$ cat config.mk
export PLATFORM = sky130hd
export DESIGN_NAME = ysyx_25030085_regfile_sb
export DESIGN_NICKNAME = d
export VERILOG_FILES = /design/src/rtl/ysyx_25030085_pkg.sv /design/src/rtl/ysyx_25030085_scoreboard.sv /design/src/rtl/ysyx_25030085_regfile_sb.sv
export SDC_FILE = /design/constraint.sdc
export NUM_CORES = 2
export LEC_CHECK = 0
export ABC_AREA = 1
export CORE_MARGIN = 8
export CORE_UTILIZATION = 49
export CTS_CLUSTER_DIAMETER = 120
export DETAILED_ROUTE_END_ITERATION = 16
export PLACE_DENSITY = 0.71
export SLEW_MARGIN = 20
export SYNTH_ARGS = -nofsm -noshare
export SYNTH_HDL_FRONTEND = slang
export SYNTH_HIERARCHICAL = 1
export SYNTH_SLANG_ARGS = --single-unit
$ cat constraint.sdc
create_clock -name clk -period 4.57 [get_ports clk]
set_input_delay 0.914 -clock clk [delete_from_list [all_inputs] [get_ports clk]]
set_output_delay 0.914 -clock clk [all_outputs]
set_load 0.02 [all_outputs]
$ cat src/rtl/ysyx_25030085_pkg.sv
// Shared defaults for the ysyx_25030085 register file slice.
//   XLEN_DEF : default register data width
//   NREG_DEF : default register count
//   X0       : index of the hardwired-zero register
package ysyx_25030085_pkg;

    localparam int XLEN_DEF = 32;
    localparam int NREG_DEF = 32;
    localparam int X0       = 0;

endpackage

$ cat src/rtl/ysyx_25030085_scoreboard.sv
// Per-register busy tracking for in-flight writes.
// An issued instruction marks its destination busy. A writeback clears
// the busy bit of its destination. Flush clears every bit.
// Ports:
//   clk, rst_n     : clock, async active-low reset
//   iss_en, iss_rd : issue event and its destination register
//   wen, waddr     : writeback event and its destination register
//   flush          : discard all outstanding writes
//   busy           : one bit per register, bit X0 always 0
module ysyx_25030085_scoreboard
    import ysyx_25030085_pkg::*;
#(
    parameter int NREG = NREG_DEF,
    parameter int AW   = $clog2(NREG)
) (
    input  logic            clk,
    input  logic            rst_n,
    input  logic            iss_en,
    input  logic [AW-1:0]   iss_rd,
    input  logic            wen,
    input  logic [AW-1:0]   waddr,
    input  logic            flush,
    output logic [NREG-1:0] busy
);

    logic [NREG-1:0] busy_next;

    // Clear is applied before set, so an issue and a writeback to the
    // same register in one cycle leave it busy. Flush overrides both.
    always_comb begin
        busy_next = busy;
        if (wen) begin
            busy_next[waddr] = 1'b0;
        end
        if (iss_en && (iss_rd != AW'(X0))) begin
            busy_next[iss_rd] = 1'b1;
        end
        if (flush) begin
            busy_next = '0;
        end
        busy_next[X0] = 1'b0;
    end

    always_ff @(posedge clk or negedge rst_n) begin
        if (!rst_n) begin
            busy <= '0;
        end else begin
            busy <= busy_next;
        end
    end

endmodule

$ cat src/rtl/ysyx_25030085_regfile_sb.sv
// Register file with an integrated busy scoreboard for hazard detection.
// Reads are combinational; x0 reads as zero and cannot be written.
// Optional feature macro: YSYX_25030085_RF_BYPASS_EN
//   defined   : a read of the register being written this cycle returns
//               wdata and the busy bit it will have after the edge
//   undefined : reads return the stored value and current busy bit
// Ports:
//   clk, rst_n           : clock, async active-low reset
//   raddr  [NRP*AW]      : read addresses, port i at [i*AW +: AW]
//   rdata  [NRP*XLEN]    : read data, port i at [i*XLEN +: XLEN]
//   rbusy  [NRP]         : port i reads a register with a pending write
//   wen, waddr, wdata    : writeback
//   iss_en, iss_rd       : instruction issue with destination
//   flush                : clear all pending writes
//   stall                : OR of rbusy
module ysyx_25030085_regfile_sb
    import ysyx_25030085_pkg::*;
#(
    parameter int XLEN = XLEN_DEF,
    parameter int NREG = NREG_DEF,
    parameter int NRP  = 2,
    localparam int AW  = $clog2(NREG)
) (
    input  logic                clk,
    input  logic                rst_n,
    input  logic [NRP*AW-1:0]   raddr,
    output logic [NRP*XLEN-1:0] rdata,
    output logic [NRP-1:0]      rbusy,
    input  logic                wen,
    input  logic [AW-1:0]       waddr,
    input  logic [XLEN-1:0]     wdata,
    input  logic                iss_en,
    input  logic [AW-1:0]       iss_rd,
    input  logic                flush,
    output logic                stall
);

    logic [XLEN-1:0] regs [NREG];
    logic [NREG-1:0] busy;

    always_ff @(posedge clk or negedge rst_n) begin
        if (!rst_n) begin
            for (int k = 0; k < NREG; k++) begin
                regs[k] <= '0;
            end
        end else if (wen && (waddr != AW'(X0))) begin
            regs[waddr] <= wdata;
        end
    end

    ysyx_25030085_scoreboard #(
        .NREG (NREG),
        .AW   (AW)
    ) u_scoreboard (
        .clk    (clk),
        .rst_n  (rst_n),
        .iss_en (iss_en),
        .iss_rd (iss_rd),
        .wen    (wen),
        .waddr  (waddr),
        .flush  (flush),
        .busy   (busy)
    );

    for (genvar gi = 0; gi < NRP; gi++) begin : g_rd
        logic [AW-1:0]   ra;
        logic [XLEN-1:0] stored;

        assign ra     = raddr[gi*AW +: AW];
        assign stored = (ra == AW'(X0)) ? '0 : regs[ra];

`ifdef YSYX_25030085_RF_BYPASS_EN
        // Forwarding is gated by rst_n so that rdata stays 0 in reset.
        logic hit;
        assign hit = rst_n && wen && (waddr != AW'(X0)) && (waddr == ra);
        assign rdata[gi*XLEN +: XLEN] = hit ? wdata : stored;
        assign rbusy[gi] = hit ? (iss_en && !flush && (iss_rd == ra)) : busy[ra];
`else
        assign rdata[gi*XLEN +: XLEN] = stored;
        assign rbusy[gi] = busy[ra];
`endif
    end

    assign stall = |rbusy;

endmodule

== Word level (Yosys, flattened, before mapping) ==
Index checks and enable logic that the tools add are counted.

* Register bits: 1,055
* Output and inout port bits: 67

* $lt $le $gt $ge: 10
* Muxes and demuxes: 22
* Bitwise gates (word level): 6
* Reductions and logical operators: 10

{| class="wikitable"
|+ Operator list
! kind !! number
|-
| bitwise mux 1024 bit || 1
|-
| binary-select mux 32 bit (select 5 bit) || 2
|-
| 2-to-1 mux 32 bit || 10
|-
| demux 32 bit (select 5 bit) || 1
|-
| AND 32 bit || 1
|-
| inverter 32 bit || 1
|-
| bitwise OR 32 bit || 1
|-
| < comparator 5 x 6 -> 1 bit (second input constant) || 4
|-
| >= comparator 6 bit (second input constant) || 3
|-
| inverter 5 -> 6 bit || 3
|-
| binary-select mux 1 bit (select 5 bit) || 2
|-
| demux 1 bit (select 5 bit) || 2
|-
| >= comparator 5 x 1 -> 1 bit (second input constant) || 2
|-
| zero test 5 bit || 2
|-
| nonzero test 5 bit || 2
|-
| < comparator 6 x 1 -> 1 bit (second input constant) || 1
|-
| logical AND 1 bit || 5
|-
| 2-to-1 mux 1 bit || 4
|-
| OR reduction 2 bit || 1
|}

== Logic depth before layout (Yosys ltp) ==
* Word-level depth: 10
* Depth in mapped cells: 12

== Cells and area by module ==
Netlist, hierarchy kept.

{| class="wikitable"
|+ Modules (own cells, without submodules)
! module !! instances !! cells each !! area an instance (um2) !! seq. area each (um2)
|-
| ysyx_25030085_regfile_sb || 1 || 8,454 || 57,358.8 || 25,624.6
|-
| ysyx_25030085_scoreboard || 1 || 185 || 1,512.7 || 775.7
|}

== Least setup slack after synthesis ==
OpenSTA, ideal clock, no wires.

* Path type: input-to-output
* Start point: in raddr[1]
* End point: out rdata[26]
* Arrival time: 2.322 ns
* Data required time: 3.656 ns
* Setup slack: 1.334 ns
* Cell stages on the path: 10
* Buffers on the path: 3
* Path through: buf_2 -> inv_2 -> buf_2 -> clkbuf_1 -> o21ai_0 -> o21ai_0 -> nand2_1 -> nand3_1 -> nor2_1 -> nor2_1

* Cells in the longest elaborated chain, start to end: 5
* Elaborated cells between the ends (all ways): 6
* Those cells by class: mux (4); bitwise (1); reduce/logical (1)

{| class="wikitable"
|+ RTL lines
! element !! RTL line !! RTL
|-
| start, declared || ysyx_25030085_regfile_sb.sv:26 || <nowiki>input logic [NRP*AW-1:0] raddr,</nowiki>
|-
| inverter 5 -> 6 bit (not written as such) || ysyx_25030085_regfile_sb.sv:70 || <nowiki>assign stored = (ra == AW'(X0)) ? '0 : regs[ra];</nowiki>
|-
| binary-select mux 32 bit (select 5 bit) || ysyx_25030085_regfile_sb.sv:70 ||
|-
| 2-to-1 mux 32 bit (not written as such) (2 in a row) || ysyx_25030085_regfile_sb.sv:70 ||
|-
| 2-to-1 mux 32 bit * || ysyx_25030085_regfile_sb.sv:70 ||
|-
| end, declared || ysyx_25030085_regfile_sb.sv:27 || <nowiki>output logic [NRP*XLEN-1:0] rdata,</nowiki>
|}

Mark *: on every way between the ends. The rest lies on a longest branch, timed or not. The select of a mux whose other input is x is not followed.

== Final worst setup path ==
* Start point: in raddr[5]
* End point: out rdata[47]

The elaborated chain is that of the path after synthesis.

==> run summary <==
Avg Vias per Cell: 6.05
largest family of logic cells by synthesized area: simple AND/OR/NAND/NOR gates
Setup TNS: 0 ns
first-pass GRT wire length: 345000 um
static leakage: 30.9 nW
number of setup buffers added after CTS: 0
Slowest Stage Delay on Critical Path: 0.35 ns
crit-path most repeated cell: sky130_fd_sc_hd__nand2_1
sort of element at the end of the critical path: primary output
overall die area: 0.131 mm2
Tot GR Track Use: 33.4%
leftover overflow at the end of global routing: 0
count of flip-flops with a built-in enable after synthesis: 0
number of DRC markers after the initial detailed-route iteration: 8878
number of different library cells in the post-synthesis netlist: 23
cell with the largest stage delay on the worst path: sky130_fd_sc_hd__inv_8
number of vias in the routed layout: 61000
count of boundary I/O pins: 124
number of violations of the max-capacitance limit: 0
routed wire length: 227000 um
area fraction in compound gates after synthesis: 15.0%
Hold-fix buffers, CTS: 0
chip width: 363 um
Psw: 0.00888 W
fraction of final layout cells with drive strength greater than 1: 5.83%
number of gates resized after CTS: 0
clock tree from TritonCTS: built
Longest Clk Path Bufs: 3
TritonCTS buffer count: 116
Yosys top cell by area: sky130_fd_sc_hd__dfrtp_1
maximum number of pins on one net before global-route repair: 164
core area: 0.119 mm2
cell area after synthesis: 0.0589 mm2
total number of placement rows: 127
endpoints failing hold: 0
nets in the synthesized netlist: 8696
Die Span Y: 363 um
Synth-to-Final Area Change: 12.0%
RSZ-0062 raised after global routing: no
total clock sinks: 1055
kind of critical path: input port to primary output
clock latency reported for the late side of the worst-skew pair: 0.71 ns
via count of the first global-routing pass: 56900
worst hold margin: 0.107 ns
leading cell type by number of instances after synthesis: sky130_fd_sc_hd__nand2_1
switching share of total power: 32.0%
Final HPWL DP: 129000 um
top cells by area in the synthesized netlist: sky130_fd_sc_hd__dfrtp_1, sky130_fd_sc_hd__nand2_1, sky130_fd_sc_hd__o21ai_0
final critical delay including setup and external delays: 4.48 ns
power density cells: 421 mW/mm2
sequence of cells on the critical path: buf_8 > inv_8 > buf_4 > buf_12 > nand2_1 > nand3_1 > nand3_1 > nand2_1 > nand2_1 > nand3_1 > nand2_1 > nor2_1 > buf_4 > buf_4
Yosys reg bits: 1055
number of levels the H-tree was split into: 3
fmax: 0.223 GHz
starting density of the core: 49.3%
clock root cell: sky130_fd_sc_hd__clkbuf_16
antenna violations before repair: 8
part of the total power dissipated in the clock network: 35.6%
clock transition at the registers of the reported paths: 0.06 ns
top cell types by occurrence after synthesis: sky130_fd_sc_hd__nand2_1, sky130_fd_sc_hd__o21ai_0, sky130_fd_sc_hd__dfrtp_1
data required time at the worst endpoint: 3.66 ns
prevailing post-synth register cell: sky130_fd_sc_hd__dfrtp_1
number of warning messages in the yosys log: 6
Synth Area in XOR/XNOR: 0%
Worst-Margin Slew: 1.22 ns
normalized max-slew margin: 18.8%
fraction of the cycle the final worst path needs: 98.0%
adder and majority cell fraction of the synthesized area: 0%
multiplexer area fraction after synthesis: 0%
Reg power frac: 44.6%
routed wirelength normalized by instance count: 22.5 um
drt first pass iters: 8
async set-or-reset flop fraction in the synthesized netlist: 100%
NumNets Final: 8424
path type of the worst min-delay path: input port to asynchronous set/reset pin
startpoint kind of the worst setup timing path: input port
final weighted congestion of routability-driven global placement: 0.896
ANT nets after route: 0
outcome: completed
maximum vdd ir drop: 0.322 mV
share of total power in combinational logic: 19.8%
clock skew after layout: 0 ns
Synth top area share: 44.8%
Pins Over Slew Limit: 0
mean post-synth cell area: 6.81 um2
Internal: 0.0189 W
final count of negative-setup-slack endpoints: 0
data arrival time of the critical path: 3.56 ns
simple-gate portion of the synthesized area: 33.1%
# DRC: 0
crit path max fanout: 50
number of instances in the synthesized netlist: 8639
sequential fraction of the synthesis area: 44.8%
buffers added on ports: 123
==> cells by family after synthesis <==
logic type / count (synthesis)
simple gates: 4819
compound gates: 1716
flops: 1055
buf+inv: 1048
other cells: 1
==> area by class of cell <==
| cell class | count | area (um2) |
|---|---|---|
| Antenna cell | 5 | 12.5 |
| Clock buffer | 178 | 3510 |
| Clock inverter | 34 | 464 |
| Fill cell | 11300 | 53600 |
| Inverter | 315 | 1220 |
| Multi-Input combinational cell | 6536 | 28500 |
| Sequential cell | 1055 | 26400 |
| Tap cell | 1612 | 2020 |
| Timing Repair Buffer | 343 | 3840 |
==> metrics by stage <==
step	total power, W	utilization, %	cells	cell area, um2	setup WS, ns
floorplan	0.0158	-	8639	58900	1.33
global placement	0.0177	51.8	9861	61900	0.267
detailed placement	0.0178	51.8	9861	61900	0.271
CTS	0.0277	55.2	10100	65900	0.264
global route	0.0291	55.2	10100	65900	0.118
finish	0.0278	55.2	10100	65900	0.0932
==> registers in the layout, summed over array words and instances, names as in the netlist <==
name               cells
regs                1024
u_scoreboard/busy     31
==> cells in the final DEF, fill, tap and decap left out, types with 7 or more instances in the layout <==
| cell | count |
|---|---|
| sky130_fd_sc_hd__buf_12 | 80 |
| sky130_fd_sc_hd__clkdlybuf4s50_1 | 93 |
| sky130_fd_sc_hd__o21ai_0 | 1232 |
| sky130_fd_sc_hd__bufinv_16 | 10 |
| sky130_fd_sc_hd__buf_4 | 161 |
| sky130_fd_sc_hd__clkinv_2 | 19 |
| sky130_fd_sc_hd__o211ai_1 | 94 |
| sky130_fd_sc_hd__nand2_1 | 3092 |
| sky130_fd_sc_hd__inv_2 | 8 |
| sky130_fd_sc_hd__clkbuf_1 | 28 |
| sky130_fd_sc_hd__nand3_1 | 1028 |
| sky130_fd_sc_hd__inv_1 | 298 |
| sky130_fd_sc_hd__clkbuf_16 | 119 |
| sky130_fd_sc_hd__clkbuf_8 | 31 |
| sky130_fd_sc_hd__a21oi_1 | 235 |
| sky130_fd_sc_hd__nor3_2 | 7 |
| sky130_fd_sc_hd__dfrtp_1 | 1055 |
| sky130_fd_sc_hd__nand2_2 | 23 |
| sky130_fd_sc_hd__nor2_1 | 646 |
| sky130_fd_sc_hd__o21ai_1 | 155 |
==> power by group through the flow <==
stage               clock network [W]  registers [W]  logic (W)
floorplan                           0         0.0121    0.00374
global placement                    0         0.0124    0.00527
detailed placement                  0         0.0124    0.00542
CTS                           0.00996         0.0123    0.00544
global route                   0.0103         0.0126    0.00624
finish                        0.00990         0.0124    0.00551
==> worst paths after layout <==
kind                                 start  slack (ns)  cells past startpoint               endpoint
worst max-delay path              raddr[5]        0.09                     14              rdata[47]
worst min-delay path                 rst_n        0.11                      1  u_scoreboard/busy[28]
worst max register to register   regs[789]        3.81                      2              regs[789]
worst min register to register  regs[1010]        0.40                      0             regs[1010]
max in group asynchronous            rst_n        3.10                      2              regs[157]
min in group clk                regs[1010]        0.40                      0             regs[1010]
==> metal layers <==
metal | vias to the layer above | global-route usage (%) | share of wire [%]
met1 | 28500 | 44.1 | 38
met3 | 869 | 7.20 | 12
met2 | 4089 | 50.9 | 43
li1 | 27500 | - | -
met4 | 6 | 18.8 | 6.3
met5 | - | 0 | 0.018
==> worst max-delay path, delay by kind of cell <==
family / cells / cell delay [ns]
buffers and inverters: 6 / 1.53
and+or+nand+nor: 8 / 1.03
(Power assumes the default switching activity.)
